File: config.mk
export PLATFORM = sky130hd
export DESIGN_NAME = mdu
export DESIGN_NICKNAME = d
export VERILOG_FILES = /design/src/rtl/cpu_types_pkg.sv /design/src/rtl/mdu_iter.sv /design/src/rtl/mdu.sv
export SDC_FILE = /design/constraint.sdc
export NUM_CORES = 1
export LEC_CHECK = 0
export CORE_AREA = 2 2 176 161
export CTS_CLUSTER_SIZE = 8
export DETAILED_ROUTE_END_ITERATION = 12
export DIE_AREA = 0 0 178 163
export HOLD_SLACK_MARGIN = 0.1
export PLACE_DENSITY = 0.71
export SYNTH_ARGS = -nofsm -noshare
export SYNTH_HDL_FRONTEND = slang
export SYNTH_SLANG_ARGS = --single-unit
export TNS_END_PERCENT = 20
File: constraint.sdc
create_clock -name CLK -period 6.8 [get_ports CLK]
set_clock_uncertainty 0.1 [all_clocks]
set_input_delay 1.36 -clock CLK [delete_from_list [all_inputs] [get_ports CLK]]
set_output_delay 1.36 -clock CLK [all_outputs]
set_load 0.01 [all_outputs]
File: src/rtl/cpu_types_pkg.sv
// cpu_types_pkg: shared types and sizes for the multiply/divide unit.
//   mdu_op_t    - request opcode (MULTU, MULT, DIVU, DIV)
//   mdu_state_t - mdu control states
//   mdu_mag     - magnitude helper used when capturing signed operands
package cpu_types_pkg;

  localparam int unsigned MDU_WIDTH = 32;
  localparam int unsigned MDU_ITER  = 32;
  // 33-bit upper field (carry / partial remainder) plus 32-bit lower field
  localparam int unsigned MDU_ACC_W = 2 * MDU_WIDTH + 1;
  localparam int unsigned MDU_CNT_W = 5;

  typedef enum logic [1:0] {
    MULTU = 2'd0,
    MULT  = 2'd1,
    DIVU  = 2'd2,
    DIV   = 2'd3
  } mdu_op_t;

  typedef enum logic [1:0] {
    IDLE = 2'd0,
    BUSY = 2'd1,
    FIX  = 2'd2,
    DONE = 2'd3
  } mdu_state_t;

  // Two's-complement magnitude when sgn is set; 0x80000000 maps to itself,
  // which is the correct unsigned magnitude.
  function automatic logic [MDU_WIDTH-1:0] mdu_mag(input logic [MDU_WIDTH-1:0] x,
                                                   input logic sgn);
    logic [MDU_WIDTH-1:0] r;
    r = x;
    if (sgn && x[MDU_WIDTH-1]) r = (~x) + 32'd1;
    return r;
  endfunction

endpackage

File: src/rtl/mdu_iter.sv
// mdu_iter: one combinational iteration of the multiply/divide datapath.
//   acc_i     - current accumulator {upper[32:0], lower[31:0]}
//   operand_i - multiplicand (multiply) or divisor (divide), unsigned magnitude
//   op_i      - captured opcode; op_i[1] selects divide
//   acc_o     - accumulator after this iteration
// Build option: MDU_DIV_EN compiles the restoring-divide step; without it a
// divide op simply holds the accumulator (the top never iterates a divide).
module mdu_iter
  import cpu_types_pkg::*;
(
  input  logic [MDU_ACC_W-1:0] acc_i,
  input  logic [MDU_WIDTH-1:0] operand_i,
  input  logic [1:0]           op_i,
  output logic [MDU_ACC_W-1:0] acc_o
);

  logic                 is_div;
  logic [MDU_WIDTH:0]   sum;
  logic [MDU_ACC_W-1:0] mul_acc;
`ifdef MDU_DIV_EN
  logic [MDU_ACC_W-1:0] shl;
  logic [MDU_WIDTH:0]   trial;
  logic [MDU_ACC_W-1:0] div_acc;
`endif

  assign is_div = (op_i == DIVU) || (op_i == DIV);

  // Shift-add multiply: conditional add into the upper field, then shift right.
  always_comb begin
    sum     = {1'b0, acc_i[63:32]} + {1'b0, operand_i};
    mul_acc = {1'b0, acc_i[MDU_ACC_W-1:1]};
    if (acc_i[0]) mul_acc = {1'b0, sum, acc_i[31:1]};
  end

`ifdef MDU_DIV_EN
  // Restoring divide: shift {rem,quo} left, keep the subtraction if it did not borrow.
  always_comb begin
    shl     = {acc_i[63:0], 1'b0};
    trial   = shl[MDU_ACC_W-1:32] - {1'b0, operand_i};
    div_acc = shl;
    if (!trial[MDU_WIDTH]) div_acc = {trial, shl[31:1], 1'b1};
  end

  assign acc_o = is_div ? div_acc : mul_acc;
`else
  assign acc_o = is_div ? acc_i : mul_acc;
`endif

endmodule

File: src/rtl/mdu.sv
// mdu: iterative 32-bit multiply/divide unit with valid/ready request and
// response handshakes.
//   CLK, RST                 - clock, synchronous active-high reset
//   req_valid/req_ready      - request handshake; op, portA, portB captured on accept
//   resp_valid/resp_ready    - response handshake; hi, lo, div_zero held until taken
//   hi/lo                    - product[63:32]/[31:0], or remainder/quotient
// Build option: MDU_DIV_EN enables the divide datapath. Without it, DIVU/DIV
// complete in one cycle with hi=0, lo=0, div_zero=1.
module mdu
  import cpu_types_pkg::*;
#(
  parameter int unsigned WIDTH = 32
) (
  input  logic             CLK,
  input  logic             RST,
  input  logic             req_valid,
  output logic             req_ready,
  input  logic [1:0]       op,
  input  logic [WIDTH-1:0] portA,
  input  logic [WIDTH-1:0] portB,
  output logic             resp_valid,
  input  logic             resp_ready,
  output logic [WIDTH-1:0] hi,
  output logic [WIDTH-1:0] lo,
  output logic             div_zero
);

  mdu_state_t           state_q;
  logic [MDU_CNT_W-1:0] cnt_q;
  logic [MDU_ACC_W-1:0] acc_q;
  logic [MDU_ACC_W-1:0] acc_d;
  logic [WIDTH-1:0]     operand_q;
  logic [1:0]           op_q;
  logic                 neg_q;
`ifdef MDU_DIV_EN
  logic                 rem_neg_q;
  logic [WIDTH-1:0]     quo_fix;
  logic [WIDTH-1:0]     rem_fix;
`endif
  logic                 req_ready_q;
  logic                 resp_valid_q;
  logic                 div_zero_q;
  logic [WIDTH-1:0]     hi_q;
  logic [WIDTH-1:0]     lo_q;
  logic [WIDTH-1:0]     mag_a;
  logic [WIDTH-1:0]     mag_b;
  logic [2*WIDTH-1:0]   prod_fix;

  assign req_ready  = req_ready_q;
  assign resp_valid = resp_valid_q;
  assign hi         = hi_q;
  assign lo         = lo_q;
  assign div_zero   = div_zero_q;

  // Magnitudes only for signed ops (op[0]).
  assign mag_a = mdu_mag(portA, op[0]);
  assign mag_b = mdu_mag(portB, op[0]);

  mdu_iter u_iter (
    .acc_i     (acc_q),
    .operand_i (operand_q),
    .op_i      (op_q),
    .acc_o     (acc_d)
  );

  // Sign fixup of the finished magnitude result.
  always_comb begin
    prod_fix = acc_q[63:0];
    if (neg_q) prod_fix = (~acc_q[63:0]) + 64'd1;
  end

`ifdef MDU_DIV_EN
  always_comb begin
    quo_fix = acc_q[31:0];
    rem_fix = acc_q[63:32];
    if (neg_q)     quo_fix = (~acc_q[31:0]) + 32'd1;
    if (rem_neg_q) rem_fix = (~acc_q[63:32]) + 32'd1;
  end
`endif

  // Control FSM, iteration counter and registered outputs.
  always_ff @(posedge CLK) begin
    if (RST) begin
      state_q      <= IDLE;
      cnt_q        <= '0;
      acc_q        <= '0;
      operand_q    <= '0;
      op_q         <= '0;
      neg_q        <= 1'b0;
`ifdef MDU_DIV_EN
      rem_neg_q    <= 1'b0;
`endif
      req_ready_q  <= 1'b1;
      resp_valid_q <= 1'b0;
      div_zero_q   <= 1'b0;
      hi_q         <= '0;
      lo_q         <= '0;
    end else begin
      case (state_q)
        IDLE: begin
          if (req_valid) begin
            op_q        <= op;
            cnt_q       <= '0;
            neg_q       <= op[0] & (portA[WIDTH-1] ^ portB[WIDTH-1]);
`ifdef MDU_DIV_EN
            rem_neg_q   <= op[0] & portA[WIDTH-1];
`endif
            req_ready_q <= 1'b0;
            if (op[1]) begin
`ifdef MDU_DIV_EN
              if (portB == '0) begin
                hi_q         <= portA;
                lo_q         <= '1;
                div_zero_q   <= 1'b1;
                resp_valid_q <= 1'b1;
                state_q      <= DONE;
              end else begin
                acc_q     <= {33'b0, mag_a};
                operand_q <= mag_b;
                state_q   <= BUSY;
              end
`else
              hi_q         <= '0;
              lo_q         <= '0;
              div_zero_q   <= 1'b1;
              resp_valid_q <= 1'b1;
              state_q      <= DONE;
`endif
            end else begin
              // Multiplier sits in the low half, multiplicand is added above it.
              acc_q     <= {33'b0, mag_b};
              operand_q <= mag_a;
              state_q   <= BUSY;
            end
          end
        end

        BUSY: begin
          acc_q <= acc_d;
          cnt_q <= cnt_q + MDU_CNT_W'(1);
          if (cnt_q == MDU_CNT_W'(MDU_ITER - 1)) state_q <= FIX;
        end

        FIX: begin
`ifdef MDU_DIV_EN
          if (op_q[1]) begin
            hi_q <= rem_fix;
            lo_q <= quo_fix;
          end else begin
            hi_q <= prod_fix[63:32];
            lo_q <= prod_fix[31:0];
          end
`else
          hi_q <= prod_fix[63:32];
          lo_q <= prod_fix[31:0];
`endif
          div_zero_q   <= 1'b0;
          resp_valid_q <= 1'b1;
          state_q      <= DONE;
        end

        DONE: begin
          if (resp_ready) begin
            resp_valid_q <= 1'b0;
            req_ready_q  <= 1'b1;
            state_q      <= IDLE;
          end
        end

        default: state_q <= IDLE;
      endcase
    end
  end

endmodule

======== Yosys cells after proc, flatten, opt, wreduce, memory -nomap -nowiden ========
Index checks and enable logic that the tools add are counted.
storage, ports and cells
  logic and storage cells ................. 77
  bits of input ports ..................... 70
  bits in registers ....................... 174
  output and inout bits ................... 67
cells by class
  bitwise logic cells ..................... 6
  muxes and demuxes ....................... 27
  eq/ne operators ......................... 12
  reduce and logical (&&, ||, !) cells .... 16
  add/sub/neg operators ................... 5
operators by type and width
  kind                     number
  $mux W65                 3
  $pmux W65 S2             1
  $mux W32                 4
  $mux W64                 2
  $pmux W32 S2             2
  $add A32 B1 Y32 const B  2
  $add A64 B1 Y64 const B  1
  $not A32 Y32             2
  $not A64 Y64             1
  $add A32 B32 Y33         1
  $ne A2 B2 Y1 const B     6
  $reduce_and A3 Y1        4
  $pmux W5 S2              1
  $eq A2 B2 Y1 const B     4
  $mux W2                  4
  $pmux W2 S4              1
  $reduce_and A4 Y1        2
  $reduce_bool A2 Y1       3
  $add A5 B1 Y5 const B    1
  $eq A5 B5 Y1 const B     1
  $mux W1                  5
  $mux W5                  1
  $pmux W1 S2              2
  $reduce_and A2 Y1        2
  9 further kinds          10

======== Longest topological paths before layout ========
Gate-level depths: netlist (run 1).
  depth after elaboration ................. 6
  gate-level depth with buffers ........... 11
  depth with buffers taken out ............ 10

======== Hierarchy ========
From an unflattened synthesis (run 1), not the netlist that was laid out.
unflattened totals
  cell total of the unflattened synthesis .. 1,524
  area total of the unflattened synthesis .. 11,843.9 um^2
by module, submodules not included
  module    seq. area each (um^2)  cells each  times used  area each (um^2)
  mdu       3,483.3                1,148       1           9,120.0
  mdu_iter  0.0                    376         1           2,723.9

======== Worst setup path before layout (run 1) ========
Ideal clock, no wire load.
  path type ............................... input to register
  start point ............................. input port portA[10]
  end point ............................... register operand_q[30]
  stages on the path ...................... 7
  setup time .............................. 0.086 ns
  arrival ................................. 3.341 ns
  buffers on the path ..................... 1
  required time ........................... 6.614 ns
  slack ................................... 3.274 ns
  cells stage by stage .................... or4_1 or3_1 clkbuf_1 or4_1 o21ai_0 xor2_1 a211oi_1
between the ends
  longest elaborated chain between the ends .. 3
ends and longest elaborated chain
  element               line                 source
  start, declared       mdu.sv:19            input logic [WIDTH-1:0] portA,
  $not A32 Y32          cpu_types_pkg.sv:33  if (sgn && x[MDU_WIDTH-1]) r = (~x) + 32'd1;
  $add A32 B1 Y32       cpu_types_pkg.sv:33
  $mux W32              cpu_types_pkg.sv:33
  end signal, assigned  mdu.sv:132           operand_q <= mag_a;
  end, declared         mdu.sv:32            logic [WIDTH-1:0] operand_q;
No other way between the ends.
A chain may end at the register's enable or synchronous reset.

======== Worst setup path after layout (run 1) ========
  start point ............................. input port op[1]
  end point ............................... register hi_q[15], in the netlist hi[15]
between the ends
  longest elaborated chain between the ends .. 2
ends and longest elaborated chain
  element                             line        source
  start, declared                     mdu.sv:18   input logic [1:0] op,
  $ne A2 B2 Y1 (no source line)       -
  $reduce_and A3 Y1 (no source line)  -
  end signal, assigned                mdu.sv:154  hi_q <= prod_fix[63:32];
  end, declared                       mdu.sv:43   logic [WIDTH-1:0] hi_q;
No other way between the ends.

==> impl_metrics.env, run 1 <==
export IMPL_met1_usage=0.318
export IMPL_total_power_w=0.00364
export IMPL_critPathMaxStageDelay_ps=800
export IMPL_holdPathStages=2
export IMPL_path_max_fanout=37
export IMPL_place_gp_congestion=0.959
export IMPL_worst_pin_slew_ps=1210
export IMPL_crit_arrival_ps=4330
export IMPL_hpwl_mm=23.5
export IMPL_dp_slack_ps=2240
export IMPL_ir_drop_mv=0.215
export IMPL_wirelength_mm=31.2
export IMPL_drive_gt1_frac=0.0449
export IMPL_num_io_pins=137
export IMPL_cp_cell_sequence="clkdlybuf4s50_1, nand2_1, nor2_1, a21oi_1, buf_4, nor2_1, nand2_1, o21ai_0"
export IMPL_period_share=0.600
export IMPL_die_y_um=163
export IMPL_antenna_found_initial=0
export IMPL_dieWidth_um=178
export IMPL_cts_setup_buffers=0
export IMPL_startpoint_type="input pin"
export IMPL_rsz0062_at_grt="false"
export IMPL_portBuffers=136
export IMPL_syn_inst=1354
export IMPL_hold_class="flip-flop to flip-flop"
export IMPL_fp_coreArea_sq_um=27400
export IMPL_fin_setup_tns_ps=0
export IMPL_synth_seq_cells=172
export IMPL_critical_path_top_delay_family="simple AND/OR/NAND/NOR gates"
export IMPL_busiest_layer="met1"
export IMPL_hold_buffers=0
export IMPL_setup_violations=0
export IMPL_final_area_sq_um=12900
export IMPL_grt_max_degree=92
export IMPL_yosys_warnings=0
export IMPL_cts_root_buffer="clkbuf_16"
export IMPL_fill_cells=2647
export IMPL_path_class="input pin to flip-flop"
export IMPL_cts_tree="done"
export IMPL_synth_distinct_cells=70
export IMPL_period_minus_slack_ps=4080
export IMPL_grt_met3_usage=0.0338
export IMPL_std_cell_rows=58
export IMPL_grt_total_usage=0.210
export IMPL_ys_seq_area_frac=0.322
export IMPL_synth_net_count=1466
export IMPL_max_cap_violations=0
export IMPL_ys_flop_type="dfxtp_1"
export IMPL_via_per_inst=5.68
export IMPL_fmax_ghz=0.245
export IMPL_status="complete, no violations"
export IMPL_first_iter_violations=875
export IMPL_crit_path_end_kind="flip-flop"
export IMPL_fin_ws_ps=2720
export IMPL_slew_headroom=0.194
export IMPL_htreeDepth=4
export IMPL_routedWlPerCell_um=17.3
export IMPL_dieArea_sq_um=29000
export IMPL_grt_use_met2=0.306
export IMPL_grt_pass1_vias=8920
export IMPL_synthesis_area_sq_um=10700
export IMPL_required_ps=7040
export IMPL_cts_buffer_depth=2
export IMPL_finalHoldViolCount=0
export IMPL_drtAntennaViolNets=0
export IMPL_start_util=0.391
export IMPL_clkTransAtPathRegs_ps=70
export IMPL_async_reset_ff_frac=0
export IMPL_reg2reg_slack_ps=3220
export IMPL_dr_pass1_iters=6
export IMPL_syn_to_final_growth_pct=20.3
export IMPL_reg2reg_depth=9
export IMPL_slowest_stage="nand2_1"
export IMPL_path_buf_inv=2
export IMPL_clock_latency_ps=440
export IMPL_grt_pass1_wl_mm=48.6
export IMPL_avgSynthCellArea_sq_um=7.90
export IMPL_postPlaceCellArea_sq_um=12300
export IMPL_insertedDiodeCount=0
export IMPL_grt_overflow=0
export IMPL_drcViolationCount=0
export IMPL_leakagePower_nw=4.51
export IMPL_synth_edf_count=0
export IMPL_p_per_area_nw_per_um2=283
export IMPL_numClockSinks=172
export IMPL_cp_depth=8
export IMPL_vias=10300
export IMPL_seq_area_sq_um=3440
export IMPL_cts_buffers=17
export IMPL_slew_viol_final=0
export IMPL_nNetsFinal=1547
export IMPL_multi_input_area_sq_um=6890
export IMPL_cts_resized=0
[stage by stage]
step | utilization | cells | hold slack (ps)
detailed placement | 0.448 | 1776 | 344
floorplan | - | 1354 | 340
CTS | 0.470 | 1808 | 354
global route | 0.470 | 1808 | 378
finish | 0.470 | 1808 | 354
global placement | 0.448 | 1776 | 339
[kinds of logic (layout without fill, tap and decap cells)]
kind of cell	after synthesis	count (layout)	share of synthesized area
mux	9	9	0.00842
buf+inv	103	197	0.0361
flops	172	172	0.322
xor+xnor	146	146	0.120
simple gates	437	437	0.195
compound gates	445	445	0.270
fa+ha+maj	42	42	0.0498
[cells in the final DEF (no fill, tap or decap), drive strengths merged, types with 21 or more instances in the layout]
master	Yosys	layout
a211oi	27	27
a21oi	100	100
a22oi	38	38
clkbuf	66	21
clkdlybuf4s50	0	135
dfxtp	172	172
ha	41	41
inv	23	27
nand2	155	155
nand3	22	22
nor2	119	119
o21ai	115	115
o31ai	37	37
xnor2	80	80
xor2	66	66
[sequential cells by signal (all words and copies together) (netlist names)]
register    flops
acc_q          64
cnt_q           5
div_zero        1
hi             32
lo             32
neg_q           1
op_q            1
operand_q      32
req_ready       1
resp_valid      1
state_q         2
[path summary, 6_finish.rpt]
check	start	to
max	op[1]	hi[15]$_SDFFE_PP0P_
min	hi[4]$_SDFFE_PP0P_	hi[4]$_SDFFE_PP0P_
max reg2reg	state_q[0]$_SDFFE_PP0P_	hi[15]$_SDFFE_PP0P_
min reg2reg	hi[4]$_SDFFE_PP0P_	hi[4]$_SDFFE_PP0P_
[worst register-to-register path, cell delays in order, from the launching register on]
cell and delay (ps):
dfxtp_1 340, inv_1 90, ha_1 370, clkinv_1 260, nor2_1 240, a21oi_1 60
buf_4 220, nor2_1 590, nand2_1 800, o21ai_0 410
[metal layers]
metal  routed length [um]  vias up  share of wire
li1                     -     5108              -
met1                15300     4766           0.49
met2                13200      364           0.42
met3                 2210       26          0.071
met4                  481        0          0.015
met5                    0        -              0
[power by group]
| part | switching (W) | total, W | leakage [nW] | internal [W] |
|---|---|---|---|---|
| sequential | 0.000155 | 0.00128 | 1.40 | 0.00113 |
| clock | 0.000431 | 0.00101 | 0.292 | 0.000576 |
| combinational | 0.000872 | 0.00135 | 2.82 | 0.000476 |
[final cells by class]
| cell class | count | share of cell area |
|---|---|---|
| multi-input cells | 1079 | 0.535 |
| flip-flops and latches | 172 | 0.268 |
| repair buffers | 141 | 0.109 |
| clock buffers | 21 | 0.0366 |
| well taps | 360 | 0.0350 |
| clock inverters | 11 | 0.0102 |
| inverters | 24 | 0.00700 |
[Yosys cell counts (23+ instances only)]
| library cell | instances | area [sq um] |
|---|---|---|
| a22oi_1 | 38 | 285 |
| clkbuf_1 | 66 | 248 |
| dfxtp_1 | 172 | 3440 |
| xor2_1 | 66 | 578 |
| xnor2_1 | 80 | 701 |
| o21ai_0 | 109 | 546 |
| ha_1 | 41 | 513 |
| a21oi_1 | 100 | 500 |
| inv_1 | 23 | 86.3 |
| o31ai_1 | 35 | 263 |
| nor2_1 | 119 | 447 |
| nand2_1 | 155 | 582 |
| a211oi_1 | 27 | 203 |
(Power assumes the default switching activity.)
==> run 2, diff against run 1 <==
- PLACE_DENSITY: 0.71 -> 0.73
- clock period: 6.8 -> 3.3 ns (I/O delays scaled with it)
==> run 2 against run 1 <==
- worst hold slack lost 4.4 ps
- cell count increased by 2.8%
- combinational power rose by 120%
- sequential power increased by 110%
- final area rose by 2.9%
- die area unchanged
- clock power up 95%
- first-iteration DRC count grew 1.7%
- total power is 110% higher
- sequential cell count unchanged
- non-clock buffer count increased by 51
- critical path type is now flip-flop to flip-flop
==> impl_metrics.env, run 2 (synthesis results as in run 1) <==
export IMPL_final_util=0.484
export IMPL_period_share=0.958
export IMPL_layout_commonest_cell="dfxtp_1"
export IMPL_critical_path_top_delay_family="simple AND/OR/NAND/NOR gates"
export IMPL_critPathMaxStageDelay_ps=530
export IMPL_slew_headroom=0.249
export IMPL_place_gp_congestion=0.980
export IMPL_cts_buffers=17
export IMPL_p_per_area_nw_per_um2=568
export IMPL_dp_cells=1827
export IMPL_clock_latency_ps=440
export IMPL_cts_buffer_depth=2
export IMPL_htreeDepth=4
export IMPL_cts_root_buffer="clkbuf_16"
export IMPL_numClockSinks=172
export IMPL_first_iter_violations=890
export IMPL_wl_met3_mm=2.07
export IMPL_slowest_stage="or4_1"
export IMPL_fp_coreArea_sq_um=27400
export IMPL_cts_resized=0
export IMPL_finalHoldViolCount=0
export IMPL_crit_arrival_ps=3390
export IMPL_max_cap_violations=0
export IMPL_required_ps=3530
export IMPL_hpwl_mm=23.7
export IMPL_dieWidth_um=178
export IMPL_syn_to_final_growth_pct=23.8
export IMPL_wl_met2_mm=13.0
export IMPL_startpoint_type="flip-flop"
export IMPL_dieArea_sq_um=29000
export IMPL_path_class="flip-flop to flip-flop"
export IMPL_drt_met1_wl_mm=15.8
export IMPL_grt_pass1_wl_mm=49.8
export IMPL_start_util=0.391
export IMPL_portBuffers=136
export IMPL_timing_hold_ws_ps=350
export IMPL_grt_overflow=0
export IMPL_antenna_found_initial=0
export IMPL_cp_cell_sequence="ha_1, inv_1, fa_1, nor2b_1, o211ai_1, a211o_1, o21ai_0, buf_4, a21oi_1, or4_1, and4_1"
export IMPL_dr_pass1_iters=6
export IMPL_worst_pin_slew_ps=1120
export IMPL_clkTransAtPathRegs_ps=70
export IMPL_hold_buffers=0
export IMPL_drive_gt1_frac=0.0754
export IMPL_drcViolationCount=0
export IMPL_wirelength_mm=31.3
export IMPL_cts_tree="done"
export IMPL_die_y_um=163
export IMPL_grt_max_degree=79
export IMPL_drtAntennaViolNets=0
export IMPL_routedWlPerCell_um=16.9
export IMPL_finalNonFillerCells=1858
export IMPL_nNetsFinal=1598
export IMPL_fin_setup_tns_ps=0
export IMPL_std_cell_rows=58
export IMPL_grt_pass1_vias=9221
export IMPL_path_buf_inv=2
export IMPL_fmax_ghz=0.316
export IMPL_insertedDiodeCount=0
export IMPL_vias=10400
export IMPL_largest_register_ffs=64
export IMPL_path_max_fanout=4
export IMPL_hold_class="flip-flop to flip-flop"
export IMPL_rsz0062_at_grt="false"
export IMPL_grt_total_usage=0.215
export IMPL_top_layer="met4"
export IMPL_status="complete, no violations"
export IMPL_ir_drop_mv=0.381
export IMPL_num_io_pins=137
export IMPL_total_power_w=0.00752
export IMPL_slew_viol_final=0
export IMPL_regMostFlops="acc_q"
export IMPL_via_per_inst=5.60
export IMPL_final_cell_mix="dfxtp_1, nand2_1, clkdlybuf4s50_1"
export IMPL_crit_path_end_kind="flip-flop"
export IMPL_leakagePower_nw=4.77
export IMPL_period_minus_slack_ps=3160
export IMPL_setup_violations=0
export IMPL_cts_setup_buffers=0
run 2: path summary, 6_finish.rpt:
| path | start | to | slack [ps] | cells after the start |
|---|---|---|---|---|
| setup / recovery | operand_q[0]$_SDFFE_PP0P_ | acc_q[61]$_SDFFE_PP0P_ | 140 | 11 |
| hold / removal | lo[16]$_SDFFE_PP0P_ | lo[16]$_SDFFE_PP0P_ | 350 | 2 |
| setup reg to reg | operand_q[0]$_SDFFE_PP0P_ | acc_q[61]$_SDFFE_PP0P_ | 140 | 11 |
| hold reg to reg | lo[16]$_SDFFE_PP0P_ | lo[16]$_SDFFE_PP0P_ | 350 | 2 |
run 2: tightest hold or removal path, cell delays in order, from the launching register on:
cell     delay [ps]
dfxtp_1         310
nand2_1          50
a21oi_1          50
run 2: power by group:
part	switching (W)	leakage (nW)	internal (W)	total [W]
sequential	0.000316	1.40	0.00232	0.00264
clock	0.000874	0.279	0.00109	0.00197
combinational	0.00183	3.09	0.00108	0.00291
total	0.00302	4.77	0.00450	0.00752
run 2: through the flow:
step / cell area, sq um / worst slack [ps]
floorplan: 10700 / 427
global placement: 12700 / 47.2
detailed placement: 12700 / 45.6
CTS: 13200 / 153
global route: 13200 / 19.5
finish: 13200 / 140
run 2: layout make-up:
cell class | count | area, sq um
Clock buffer | 21 | 460
Multi-Input combinational cell | 1079 | 6880
Inverter | 24 | 90.1
Sequential cell | 172 | 3440
Timing Repair Buffer | 192 | 1800
Fill cell | 2647 | 14100
Clock inverter | 10 | 108
Tap cell | 360 | 450
run 2: metal layers:
| layer | vias up | track usage |
|---|---|---|
| met5 | - | 0 |
| met4 | 0 | 0.0544 |
| met1 | 4880 | 0.325 |
| met3 | 26 | 0.0357 |
| met2 | 292 | 0.312 |
| li1 | 5208 | - |
